===== src/rtl/memory_bus_arbiter_if.sv =====
// Bus bundle for the two-port memory arbiter: two requester handshakes plus
// the single downstream memory handshake. The arbiter uses the slave view;
// the surrounding system (CPU ports and memory model) uses the master view.
interface memory_bus_arbiter_if #(
    parameter int ADDRESS_WIDTH = 32,
    parameter int DATA_WIDTH    = 32
);
    logic                     port0_request;
    logic [ADDRESS_WIDTH-1:0] port0_address;
    logic                     port0_write_enable;
    logic [DATA_WIDTH-1:0]    port0_write_data;
    logic                     port0_ready;
    logic [DATA_WIDTH-1:0]    port0_read_data;
    logic                     port0_error;

    logic                     port1_request;
    logic [ADDRESS_WIDTH-1:0] port1_address;
    logic                     port1_write_enable;
    logic [DATA_WIDTH-1:0]    port1_write_data;
    logic                     port1_ready;
    logic [DATA_WIDTH-1:0]    port1_read_data;
    logic                     port1_error;

    logic                     mem_request;
    logic [ADDRESS_WIDTH-1:0] mem_address;
    logic                     mem_write_enable;
    logic [DATA_WIDTH-1:0]    mem_write_data;
    logic                     mem_ready;
    logic [DATA_WIDTH-1:0]    mem_read_data;

    modport slave (
        input  port0_request, port0_address, port0_write_enable, port0_write_data,
        output port0_ready, port0_read_data, port0_error,
        input  port1_request, port1_address, port1_write_enable, port1_write_data,
        output port1_ready, port1_read_data, port1_error,
        output mem_request, mem_address, mem_write_enable, mem_write_data,
        input  mem_ready, mem_read_data
    );

    modport master (
        output port0_request, port0_address, port0_write_enable, port0_write_data,
        input  port0_ready, port0_read_data, port0_error,
        output port1_request, port1_address, port1_write_enable, port1_write_data,
        input  port1_ready, port1_read_data, port1_error,
        input  mem_request, mem_address, mem_write_enable, mem_write_data,
        output mem_ready, mem_read_data
    );
endinterface


===== src/rtl/memory_bus_arbiter.sv =====
// Two-port round-robin arbiter for a single request/ready memory bus.
// One access at a time: IDLE grants, ACCESS waits for mem_ready (or the
// timeout), RESPOND pulses the winner's ready for one cycle.
module memory_bus_arbiter #(
    parameter int ADDRESS_WIDTH = 32,
    parameter int DATA_WIDTH    = 32,
    parameter int TIMEOUT       = 255
) (
    input  logic                  clock,
    input  logic                  reset,
    memory_bus_arbiter_if.slave   bus
);
    localparam int CW = (TIMEOUT < 2) ? 1 : $clog2(TIMEOUT + 1);

    typedef enum logic [1:0] {IDLE, ACCESS, RESPOND} state_t;

    typedef struct packed {
        logic [ADDRESS_WIDTH-1:0] address;
        logic                     write_enable;
        logic [DATA_WIDTH-1:0]    write_data;
    } request_t;

    state_t                          state;
    logic                            grant;
    logic                            last_served;
    logic [CW-1:0]                   cnt;
    logic [1:0]                      ready;
    logic [1:0]                      error;
    logic [1:0][DATA_WIDTH-1:0]      read_data;

    logic [1:0]                      req_valid;
    request_t [1:0]                  req_payload;
    logic                            pick;
    logic                            timeout_hit;

    assign req_valid      = {bus.port1_request, bus.port0_request};
    assign req_payload[0] = {bus.port0_address, bus.port0_write_enable, bus.port0_write_data};
    assign req_payload[1] = {bus.port1_address, bus.port1_write_enable, bus.port1_write_data};

    // Lone requester wins; on a tie the port that was not served last wins.
    assign pick = (req_valid == 2'b11) ? ~last_served : req_valid[1];

    // Abort on the edge that would bring the count up to TIMEOUT, so the bus
    // sees exactly TIMEOUT cycles of ACCESS.
    assign timeout_hit = (TIMEOUT != 0) && ((int'(cnt) + 1) == TIMEOUT);

    assign bus.port0_ready     = ready[0];
    assign bus.port1_ready     = ready[1];
    assign bus.port0_error     = error[0];
    assign bus.port1_error     = error[1];
    assign bus.port0_read_data = read_data[0];
    assign bus.port1_read_data = read_data[1];

    // Arbitration FSM; every output is a register so the memory side sees
    // a stable, glitch-free command for the whole access.
    always_ff @(posedge clock or negedge reset) begin
        if (!reset) begin
            state                <= IDLE;
            grant                <= 1'b0;
            last_served          <= 1'b1;
            cnt                  <= '0;
            ready                <= '0;
            error                <= '0;
            read_data            <= '0;
            bus.mem_request      <= 1'b0;
            bus.mem_address      <= '0;
            bus.mem_write_enable <= 1'b0;
            bus.mem_write_data   <= '0;
        end else begin
            case (state)
                IDLE: begin
                    if (|req_valid) begin
                        grant                <= pick;
                        bus.mem_request      <= 1'b1;
                        bus.mem_address      <= req_payload[pick].address;
                        bus.mem_write_enable <= req_payload[pick].write_enable;
                        bus.mem_write_data   <= req_payload[pick].write_data;
                        cnt                  <= '0;
                        state                <= ACCESS;
                    end
                end
                ACCESS: begin
                    if (bus.mem_ready || timeout_hit) begin
                        // Completion beats a simultaneous timeout.
                        read_data[grant]     <= (bus.mem_ready && !bus.mem_write_enable)
                                                ? bus.mem_read_data : '0;
                        error[grant]         <= !bus.mem_ready;
                        ready[grant]         <= 1'b1;
                        last_served          <= grant;
                        bus.mem_request      <= 1'b0;
                        bus.mem_write_enable <= 1'b0;
                        state                <= RESPOND;
                    end else begin
                        cnt <= cnt + CW'(1);
                    end
                end
                RESPOND: begin
                    // Requests are ignored here so a held request is not re-granted.
                    ready     <= '0;
                    error     <= '0;
                    read_data <= '0;
                    state     <= IDLE;
                end
                default: state <= IDLE;
            endcase
        end
    end
endmodule


===== src/flat_wrapper.sv =====
// flat-port wrapper written by rule: the top's interface ports become plain ports
module memory_bus_arbiter_flat 
#(
    parameter int ADDRESS_WIDTH = 32,
    parameter int DATA_WIDTH    = 32,
    parameter int TIMEOUT       = 255
)
  (clock, reset, bus_port0_request, bus_port0_address, bus_port0_write_enable, bus_port0_write_data, bus_port0_ready, bus_port0_read_data, bus_port0_error, bus_port1_request, bus_port1_address, bus_port1_write_enable, bus_port1_write_data, bus_port1_ready, bus_port1_read_data, bus_port1_error, bus_mem_request, bus_mem_address, bus_mem_write_enable, bus_mem_write_data, bus_mem_ready, bus_mem_read_data);
  memory_bus_arbiter_if #(.ADDRESS_WIDTH(ADDRESS_WIDTH), .DATA_WIDTH(DATA_WIDTH)) bus_i ();
  input  logic clock;
  input  logic reset;
  input wire logic [$bits(bus_i.port0_request)-1:0] bus_port0_request;
  input wire logic [$bits(bus_i.port0_address)-1:0] bus_port0_address;
  input wire logic [$bits(bus_i.port0_write_enable)-1:0] bus_port0_write_enable;
  input wire logic [$bits(bus_i.port0_write_data)-1:0] bus_port0_write_data;
  output wire logic [$bits(bus_i.port0_ready)-1:0] bus_port0_ready;
  output wire logic [$bits(bus_i.port0_read_data)-1:0] bus_port0_read_data;
  output wire logic [$bits(bus_i.port0_error)-1:0] bus_port0_error;
  input wire logic [$bits(bus_i.port1_request)-1:0] bus_port1_request;
  input wire logic [$bits(bus_i.port1_address)-1:0] bus_port1_address;
  input wire logic [$bits(bus_i.port1_write_enable)-1:0] bus_port1_write_enable;
  input wire logic [$bits(bus_i.port1_write_data)-1:0] bus_port1_write_data;
  output wire logic [$bits(bus_i.port1_ready)-1:0] bus_port1_ready;
  output wire logic [$bits(bus_i.port1_read_data)-1:0] bus_port1_read_data;
  output wire logic [$bits(bus_i.port1_error)-1:0] bus_port1_error;
  output wire logic [$bits(bus_i.mem_request)-1:0] bus_mem_request;
  output wire logic [$bits(bus_i.mem_address)-1:0] bus_mem_address;
  output wire logic [$bits(bus_i.mem_write_enable)-1:0] bus_mem_write_enable;
  output wire logic [$bits(bus_i.mem_write_data)-1:0] bus_mem_write_data;
  input wire logic [$bits(bus_i.mem_ready)-1:0] bus_mem_ready;
  input wire logic [$bits(bus_i.mem_read_data)-1:0] bus_mem_read_data;
  assign bus_i.port0_request = bus_port0_request;
  assign bus_i.port0_address = bus_port0_address;
  assign bus_i.port0_write_enable = bus_port0_write_enable;
  assign bus_i.port0_write_data = bus_port0_write_data;
  assign bus_port0_ready = bus_i.port0_ready;
  assign bus_port0_read_data = bus_i.port0_read_data;
  assign bus_port0_error = bus_i.port0_error;
  assign bus_i.port1_request = bus_port1_request;
  assign bus_i.port1_address = bus_port1_address;
  assign bus_i.port1_write_enable = bus_port1_write_enable;
  assign bus_i.port1_write_data = bus_port1_write_data;
  assign bus_port1_ready = bus_i.port1_ready;
  assign bus_port1_read_data = bus_i.port1_read_data;
  assign bus_port1_error = bus_i.port1_error;
  assign bus_mem_request = bus_i.mem_request;
  assign bus_mem_address = bus_i.mem_address;
  assign bus_mem_write_enable = bus_i.mem_write_enable;
  assign bus_mem_write_data = bus_i.mem_write_data;
  assign bus_i.mem_ready = bus_mem_ready;
  assign bus_i.mem_read_data = bus_mem_read_data;
  memory_bus_arbiter #(.ADDRESS_WIDTH(ADDRESS_WIDTH), .DATA_WIDTH(DATA_WIDTH), .TIMEOUT(TIMEOUT)) u_core (.clock(clock), .reset(reset), .bus(bus_i));
endmodule

===== config.mk =====
export PLATFORM = sky130hd
export DESIGN_NAME = memory_bus_arbiter_flat
export DESIGN_NICKNAME = d
export VERILOG_FILES = /design/src/rtl/memory_bus_arbiter_if.sv /design/src/rtl/memory_bus_arbiter.sv /design/src/flat_wrapper.sv
export SDC_FILE = /design/constraint.sdc
export NUM_CORES = 1
export LEC_CHECK = 0
export ABC_AREA = 0
export BUFFER_PORTS_ARGS = -buffer_cell sky130_fd_sc_hd__buf_2
export CORE_MARGIN = 2
export CORE_UTILIZATION = 40
export CTS_BUF_LIST = sky130_fd_sc_hd__clkbuf_2
export DETAILED_ROUTE_END_ITERATION = 10
export PLACE_DENSITY = 0.76
export SYNTH_ARGS = -nofsm -noshare
export SYNTH_HDL_FRONTEND = slang
export SYNTH_SLANG_ARGS = --single-unit

===== constraint.sdc =====
create_clock -name clock -period 5.93 [get_ports clock]
set_clock_uncertainty 0.1 [all_clocks]
set_input_delay 0.593 -clock clock [delete_from_list [all_inputs] [get_ports clock]]
set_output_delay 0.593 -clock clock [all_outputs]
set_load 0.05 [all_outputs]

# Word level (Yosys, flattened, before mapping)
# Index checks and enable logic that the tools add are counted.
[word_totals] reg_bits=146 inputBits=167 out_inout_bits=134 word_cells=68
[classes] add_sub_neg=2 magnitude_cmp=3 n_eq_ne=7 mux=27 n_bitwise=2 reduce_logical=15
[op_table] cell="2-to-1 mux 65 bit" n=2
[op_table] cell="case mux 64 bit (2 select lines)" n=1
[op_table] cell="bitwise mux 64 bit" n=1
[op_table] cell="2-to-1 mux 32 bit" n=2
[op_table] cell="2-to-1 mux 64 bit" n=1
[op_table] cell="demux 32 bit (select 1 bit)" n=1
[op_table] cell="equality test 32 x 9 -> 1 bit (second input constant)" n=1
[op_table] cell="2-to-1 mux 8 bit" n=2
[op_table] cell="case mux 8 bit (2 select lines)" n=1
[op_table] cell="case mux 2 bit (2 select lines)" n=3
[op_table] cell="adder 8 x 1 -> 9 bit (second input constant)" n=1
[op_table] cell="adder 8 x 1 -> 8 bit (second input constant)" n=1
[op_table] cell="2-to-1 mux 2 bit" n=4
[op_table] cell="AND reduction 2 bit" n=4
[op_table] cell="AND reduction 3 bit" n=2
[op_table] cell="2-to-1 mux 1 bit" n=5
[op_table] cell="equality test 2 bit (second input constant)" n=2
[op_table] cell="less-than comparator 1 x 2 -> 1 bit (second input constant)" n=2
[op_table] cell="!= test 2 x 1 -> 1 bit (second input constant)" n=2
[op_table] cell="case mux 1 bit (2 select lines)" n=2
[op_table] cell="nonzero test 2 bit" n=2
[op_table] cell="bitwise mux 2 bit" n=1
[op_table] cell="equality test 2 x 1 -> 1 bit (second input constant)" n=1
[op_table] cell="logical AND 1 bit" n=2
[op_table] cell="other kinds (9)" n=10

# Depth between registers and ports, before layout
# Gate-level depths: netlist of run 1.
[depth] depth_word=7 depth_mapped=8

# Worst setup path before layout of run 1
# No wires, ideal clock.
[synth_path] path_kind="reg-to-reg" from="reg u_core.cnt[0]" to="reg u_core.read_data (netlist bit u_core.bus.port0_read_data[10])" setup_time_ns=0.122 t_arrival_ns=1.801 setup_slack_ns=3.908 stages_incl_launch_ff=8 n_path_buf=1 cell_sequence="dfrtp_1 > ha_1 > and3_1 > o21ba_1 > o221ai_4 > a31oi_4 > buf_6 > a32o_1"
[synth_between] elab_chain_cells=5
[synth_lines] item="start, declared" line_no="memory_bus_arbiter.sv:26" source="logic [CW-1:0] cnt;"
[synth_lines] item="start signal, assigned" line_no="memory_bus_arbiter.sv:94" source="cnt <= cnt + CW'(1);"
[synth_lines] item="adder 8 x 1 -> 9 bit" line_no="memory_bus_arbiter.sv:45" source="assign timeout_hit = (TIMEOUT != 0) && ((int'(cnt) + 1) == TIMEOUT);"
[synth_lines] item="equality test 32 x 9 -> 1 bit" line_no="memory_bus_arbiter.sv:45"
[synth_lines] item="logical OR 1 bit" line_no="memory_bus_arbiter.sv:83" source="if (bus.mem_ready || timeout_hit) begin"
[synth_lines] item="!= test 2 x 1 -> 1 bit (no source line)"
[synth_lines] item="AND reduction 2 bit (no source line)"
[synth_lines] item="end signal, assigned by index" line_no="memory_bus_arbiter.sv:85" source="read_data[grant] <= (bus.mem_ready && !bus.mem_write_enable)"
[synth_lines] item="end, declared" line_no="memory_bus_arbiter.sv:29" source="logic [1:0][DATA_WIDTH-1:0] read_data;"
# Every way passes these cells.
# A chain may end at the register's enable or synchronous reset.

# Worst setup path in the final report of run 1
[layout_path] from="reg u_core.last_served" to="reg u_core.bus.mem_address[9]"
[layout_between] elab_chain_cells=4
[layout_lines] item="start, declared" line_no="memory_bus_arbiter.sv:25" source="logic last_served;"
[layout_lines] item="start signal, assigned" line_no="memory_bus_arbiter.sv:89" source="last_served <= grant;"
[layout_lines] item="NOT 1 bit" line_no="memory_bus_arbiter.sv:41" source="assign pick = (req_valid == 2'b11) ? ~last_served : req_valid[1];"
[layout_lines] item="2-to-1 mux 1 bit" line_no="memory_bus_arbiter.sv:41"
[layout_lines] item="2-to-1 mux 65 bit (not written as such) (2 in series)" line_no="memory_bus_arbiter.sv:75" source="bus.mem_address <= req_payload[pick].address;"
[layout_lines] item="end signal, assigned" line_no="memory_bus_arbiter.sv:75"
[layout_lines] item="end, declared" line_no="memory_bus_arbiter_if.sv:36" source="output mem_request, mem_address, mem_write_enable, mem_write_data,"
# Every way passes these cells. The select of a mux whose other input is x is not followed.

==> results.txt, run 1 <==
Most frequent cells in the layout -> buf_2 (299), dfrtp_1 (145), dlygate4sd3_1 (104)
Router iterations before antenna repair -> 5
Status -> complete, no violations
IR drop worst, VDD -> 0.0002879 V
Top FF cell, synth -> dfrtp_1
Via/cell ratio -> 5.213
Top post-synthesis cells by area -> dfrtp_1 (57%), a32o_1 (10%), mux2i_1 (10%)
Relative slew slack -> 28.64%
Top cell type by total area after synthesis -> dfrtp_1
Mapped Area -> 0.006360 mm^2
Max Buffers Root-to-Sink -> 2
DP HPWL -> 12820 um
GR Overflow Total -> 0
Min cycle time layout -> 3.197 ns
Routed vias -> 6042
Tightest Hold Check Type -> primary input to register
#FFs+latches synth -> 146
Asr flop ratio synth -> 100.0%
Post-CTS Setup Bufs -> 0
Placed instance area -> 0.007998 mm^2
Pwr/cell area -> 496.9 mW/mm^2
Total number of yosys warnings -> 0
Sequential share of the synthesized area -> 57.47%
Starting density of the core -> 40.48%
Final setup margin -> 2.733 ns
TritonCTS Buffers -> 17
Area of the multi-input gates -> 0.002497 mm^2
F_max -> 312.8 MHz
Slew Limit Fails -> 0
CTS tree -> built
Die area -> 0.01692 mm^2
Worst-Margin Slew -> 1.070 ns
RSZ-0062 raised after global routing -> false
Syn nets -> 706
ANT nets after route -> 0
H-tree depth -> 4
Data required time of the worst path -> 6.42 ns
Core Box Area -> 0.01571 mm^2
Clock Latency Late Sink -> 0.68 ns
Cell row count -> 46
Final hold viol count -> 0
Port Buffers -> 300
Largest net degree at the start of global routing -> 130
CP Data Arrival Time -> 3.69 ns
Post-cts resize count -> 0
DRT iter0 DRCs -> 291
Setup_tns -> 0 ns
CP Max Fanout -> 42
Root Driver -> clkbuf_2
Max cap viols -> 0
CTS Hold Buffers Added -> 103
# IOs -> 301
Unique masters post-synth -> 46
Lkg Pwr -> 4.677 nW
Mean Syn Cell Area -> 11.84 um^2
Initial antenna violation count -> 5
Drt wl/cell -> 17.56 um
# setup viols final -> 0
Die H -> 130.1 um
Layout fillers -> 1275
Worst slack, placed -> 3.021 ns
Fin crit share -> 53.91%
Dpl cells -> 1017
Crit path kind -> register to register
First-pass GRT wire length -> 30260 um
Overall Power -> 4.595 mW
Post-Layout Cell Count -> 1159
GRT Total Usage -> 23.22%
GPL Wtd Cong -> 0.8614
Mapped Cells -> 537
Sink Count -> 146
Sequential cell area -> 0.003655 mm^2
Total routed wirelength -> 20350 um
Startpoint types -> register
Die Wd -> 130.1 um
CTS clk-pin slew, worst paths -> 0.25 ns
Nets -> 1093
DRC Markers -> 0
WHS -> 0.07508 ns
Share of post-route cells with drive strength above 1 -> 37.50%
Most common cell after layout, fill and taps aside -> buf_2
Vias in the first global route -> 6017
Finished Cell Area -> 0.009248 mm^2
Util after Layout -> 58.85%
EDFF count, synth -> 0
Area grow syn2layout -> 45.41%
Top cell type's share of synthesized area -> 57.05%
Critical Path End Type -> register
-- layer usage --
metal / vias to the layer above / wire length, um / track usage [%] / part of all wire, %
met5: - / 0 / 0 / 0
met4: 0 / 450 / 9.424 / 2.2
met3: 40 / 1987 / 8.610 / 9.8
met2: 308 / 10080 / 38.93 / 50
met1: 2898 / 7833 / 27.04 / 38
li1: 2796 / - / - / -
-- critical path, cell delays in order (launching register included) --
cell,delay [ns]
dfstp_2,0.43
a21boi_4,0.81
buf_4,0.71
mux2i_1,0.31
dlygate4sd3_1,0.59
o21ai_0,0.10
-- where the power goes --
group / switching, mW / internal (mW)
registers: 0.227 / 1.36
clock network: 0.359 / 0.150
logic: 1.85 / 0.643
total: 2.44 / 2.16
-- state kept, by name (all words and copies together), names as in the netlist --
name / count
u_core.cnt: 8
u_core.bus.port0_read_data: 32
u_core.ready: 2
u_core.last_served: 1
u_core.grant: 1
u_core.bus.mem_request: 1
u_core.bus.mem_address: 32
u_core.error: 2
u_core.bus.mem_write_data: 32
u_core.bus.port1_read_data: 32
u_core.bus.mem_write_enable: 1
u_core.state: 2
-- cells by family after synthesis --
| group | after synthesis | synth area share, % |
|---|---|---|
| xor gates and xnor gates | 1 | 0.1377 |
| and+or+nand+nor | 107 | 7.476 |
| adders and majority gates | 2 | 0.3934 |
| AOI/OAI and AO/OA | 166 | 20.19 |
| muxes | 67 | 10.56 |
| DFF | 146 | 57.47 |
| buffers and inverters | 48 | 3.777 |
-- synth_stat cells (5+ instances only) --
library cell / instances
dfrtp_1: 145
nand2_1: 71
o21ai_0: 70
a32o_1: 66
mux2i_1: 66
clkbuf_1: 26
nor2_1: 8
buf_6: 7
buf_2: 6
inv_1: 6
nand3_1: 6
a31oi_1: 5
o31ai_1: 5
-- final cells by class --
| class | instances | area share, % |
|---|---|---|
| sequential | 146 | 39.52 |
| timing repair buffer | 410 | 28.05 |
| multi-input combinational | 343 | 27.01 |
| tap | 216 | 2.922 |
| clock buffer | 20 | 1.082 |
| clock inverter | 11 | 0.9877 |
| inverter | 6 | 0.2435 |
| antenna | 7 | 0.1894 |
-- worst paths after layout --
path	from	to	slack, ns	depth (start not counted)
min in group asynchronous	reset	u_core.bus.mem_address[12]	0.42	2
max in group asynchronous	reset	u_core.bus.mem_address[20]	4.06	3
max	u_core.last_served	u_core.bus.mem_address[9]	2.73	5
max reg2reg	u_core.last_served	u_core.bus.mem_address[9]	2.73	5
min	bus_port1_address[30]	u_core.bus.mem_address[30]	0.08	3
min reg2reg	u_core.bus.mem_write_data[31]	u_core.bus.mem_write_data[31]	0.40	2
Power figures use the tool's default switching activity.
==> run 2, diff against run 1 <==
- clock period: 5.93 -> 3.15 ns (I/O delays scaled with it)
==> results.txt, run 2 (synthesis results as in run 1) <==
Crit path kind -> register to register (unchanged)
H-tree depth -> 4 (unchanged)
Critical Path End Type -> register (unchanged)
CTS tree -> built (unchanged)
Slowest cell on crit path -> a21boi_4 (unchanged)
Root Driver -> clkbuf_2 (unchanged)
Slew Limit Fails -> 0 (unchanged)
Die H -> 130.1 um (unchanged)
CTS Hold Buffers Added -> 172 (was 103)
Max cap viols -> 0 (unchanged)
GRT Total Usage -> 27.37% (was 23.22%)
Final hold viol count -> 0 (unchanged)
Min cycle time layout -> 2.811 ns (was 3.197 ns)
First-pass GRT wire length -> 35430 um (was 30260 um)
GR Overflow Total -> 0 (unchanged)
Overall Power -> 9.115 mW (was 4.595 mW)
Drt wl/cell -> 19.27 um (was 17.56 um)
Largest net degree at the start of global routing -> 121 (was 130)
Share of post-route cells with drive strength above 1 -> 35.12% (was 37.50%)
Data required time of the worst path -> 3.66 ns (was 6.42 ns)
GPL Wtd Cong -> 0.8225 (was 0.8614)
Post-cts resize count -> 0 (unchanged)
Port Buffers -> 300 (unchanged)
DRC Markers -> 0 (unchanged)
CP Max Fanout -> 17 (was 42)
Starting density of the core -> 40.48% (unchanged)
Worst path depth -> 5 (unchanged)
Startpoint types -> register (unchanged)
Crit-path leading delay family -> buffers and inverters (unchanged)
ANT nets after route -> 0 (unchanged)
Pwr/cell area -> 905.0 mW/mm^2 (was 496.9 mW/mm^2)
Reg2Reg Depth -> 5 (unchanged)
Worst-Margin Slew -> 0.9406 ns (was 1.070 ns)
Status -> complete, no violations (unchanged)
Most frequent cells in the layout -> buf_2 (299), dlygate4sd3_1 (172), dfrtp_1 (145) (was buf_2 (299), dfrtp_1 (145), dlygate4sd3_1 (104))
Nets -> 1165 (was 1093)
Routed vias -> 6660 (was 6042)
Relative slew slack -> 37.29% (was 28.64%)
# setup viols final -> 0 (unchanged)
Tightest Hold Check Type -> primary input to asynchronous set/reset pin (was primary input to register)
RSZ-0062 raised after global routing -> false (unchanged)
# IOs -> 301 (unchanged)
Setup_tns -> 0 ns (unchanged)
DRT iter0 DRCs -> 422 (was 291)
Clock Latency Late Sink -> 0.72 ns (was 0.68 ns)
Router iterations before antenna repair -> 6 (was 5)
Sink Count -> 146 (unchanged)
Critical path, cell by cell -> a21boi_4, mux2i_1, dlygate4sd3_1, o21ai_0, dlygate4sd3_1 (was a21boi_4, buf_4, mux2i_1, dlygate4sd3_1, o21ai_0)
Area grow syn2layout -> 58.37% (was 45.41%)
Max Buffers Root-to-Sink -> 2 (unchanged)
Slowest Stage Delay on Critical Path -> 0.65 ns (was 0.81 ns)
TritonCTS Buffers -> 17 (unchanged)
Lkg Pwr -> 5.021 nW (was 4.677 nW)
Initial antenna violation count -> 7 (was 5)
Vias in the first global route -> 6900 (was 6017)
Total routed wirelength -> 23780 um (was 20350 um)
F_max -> 355.7 MHz (was 312.8 MHz)
DP HPWL -> 13140 um (was 12820 um)
Die Wd -> 130.1 um (unchanged)
CP Data Arrival Time -> 3.32 ns (was 3.69 ns)
Post-CTS Setup Bufs -> 0 (unchanged)
Core Box Area -> 0.01571 mm^2 (unchanged)
Via/cell ratio -> 5.397 (was 5.213)
Most common cell after layout, fill and taps aside -> buf_2 (unchanged)
CTS clk-pin slew, worst paths -> 0.22 ns (was 0.25 ns)
Fin crit share -> 89.25% (was 53.91%)
CP dominant cell by count -> dlygate4sd3_1
Layout fillers -> 1171 (was 1275)
Crit path buffers/inverters -> 2 (unchanged)
Die area -> 0.01692 mm^2 (unchanged)
Cell row count -> 46 (unchanged)
IR drop worst, VDD -> 0.0005586 V (was 0.0002879 V)
## run 2: area by class of cell
cell class,instances,area (um^2),share of cell area [%]
flip-flops and latches,146,3655,36.29
repair buffers,482,3354,33.30
multi-input cells,343,2497,24.79
well taps,216,270.3,2.683
clock inverters,14,162.7,1.615
clock buffers,17,85.08,0.8447
diodes,10,25.02,0.2484
inverters,6,22.52,0.2236
## run 2: path summary, 6_finish.rpt
path / startpoint / endpoint / slack [ns]
setup / recovery: u_core.last_served / u_core.bus.mem_write_data[7] / 0.34
hold / removal: reset / u_core.ready[0] / 0.11
setup reg to reg: u_core.last_served / u_core.bus.mem_write_data[7] / 0.34
hold reg to reg: u_core.ready[1] / u_core.ready[1] / 0.40
max in group asynchronous: reset / u_core.bus.mem_write_data[12] / 2.09
min in group clock: bus_mem_read_data[1] / u_core.bus.port1_read_data[1] / 0.28
## run 2: per-stage QoR
step	std cells	utilization, %	worst slack [ns]	instance area, um^2	hold slack, ns
6_report	1234	64.10	0.3387	10070	0.1101
5_1_grt	1231	64.05	0.1719	10060	0.1164
4_1_cts	1224	63.94	0.4125	10050	0.05633
3_5_place_dp	1021	51.41	0.6179	8078	0.3243
3_3_place_gp	1021	51.41	0.6836	8078	0.3168
2_1_floorplan	537	-	1.128	6360	-0.08059
## run 2: power by group
group | switching (mW) | internal (mW)
logic | 3.57 | 1.35
registers | 0.477 | 2.57
clock network | 0.710 | 0.437
total | 4.76 | 4.36
## run 2: per-layer routing
layer | share of wire [%] | vias up | GRT usage, %
li1 | - | 2939 | -
met1 | 37 | 3221 | 31.38
met2 | 51 | 433 | 47.06
met3 | 8.9 | 67 | 8.282
met4 | 3.3 | 0 | 12.71
met5 | 0 | - | 0
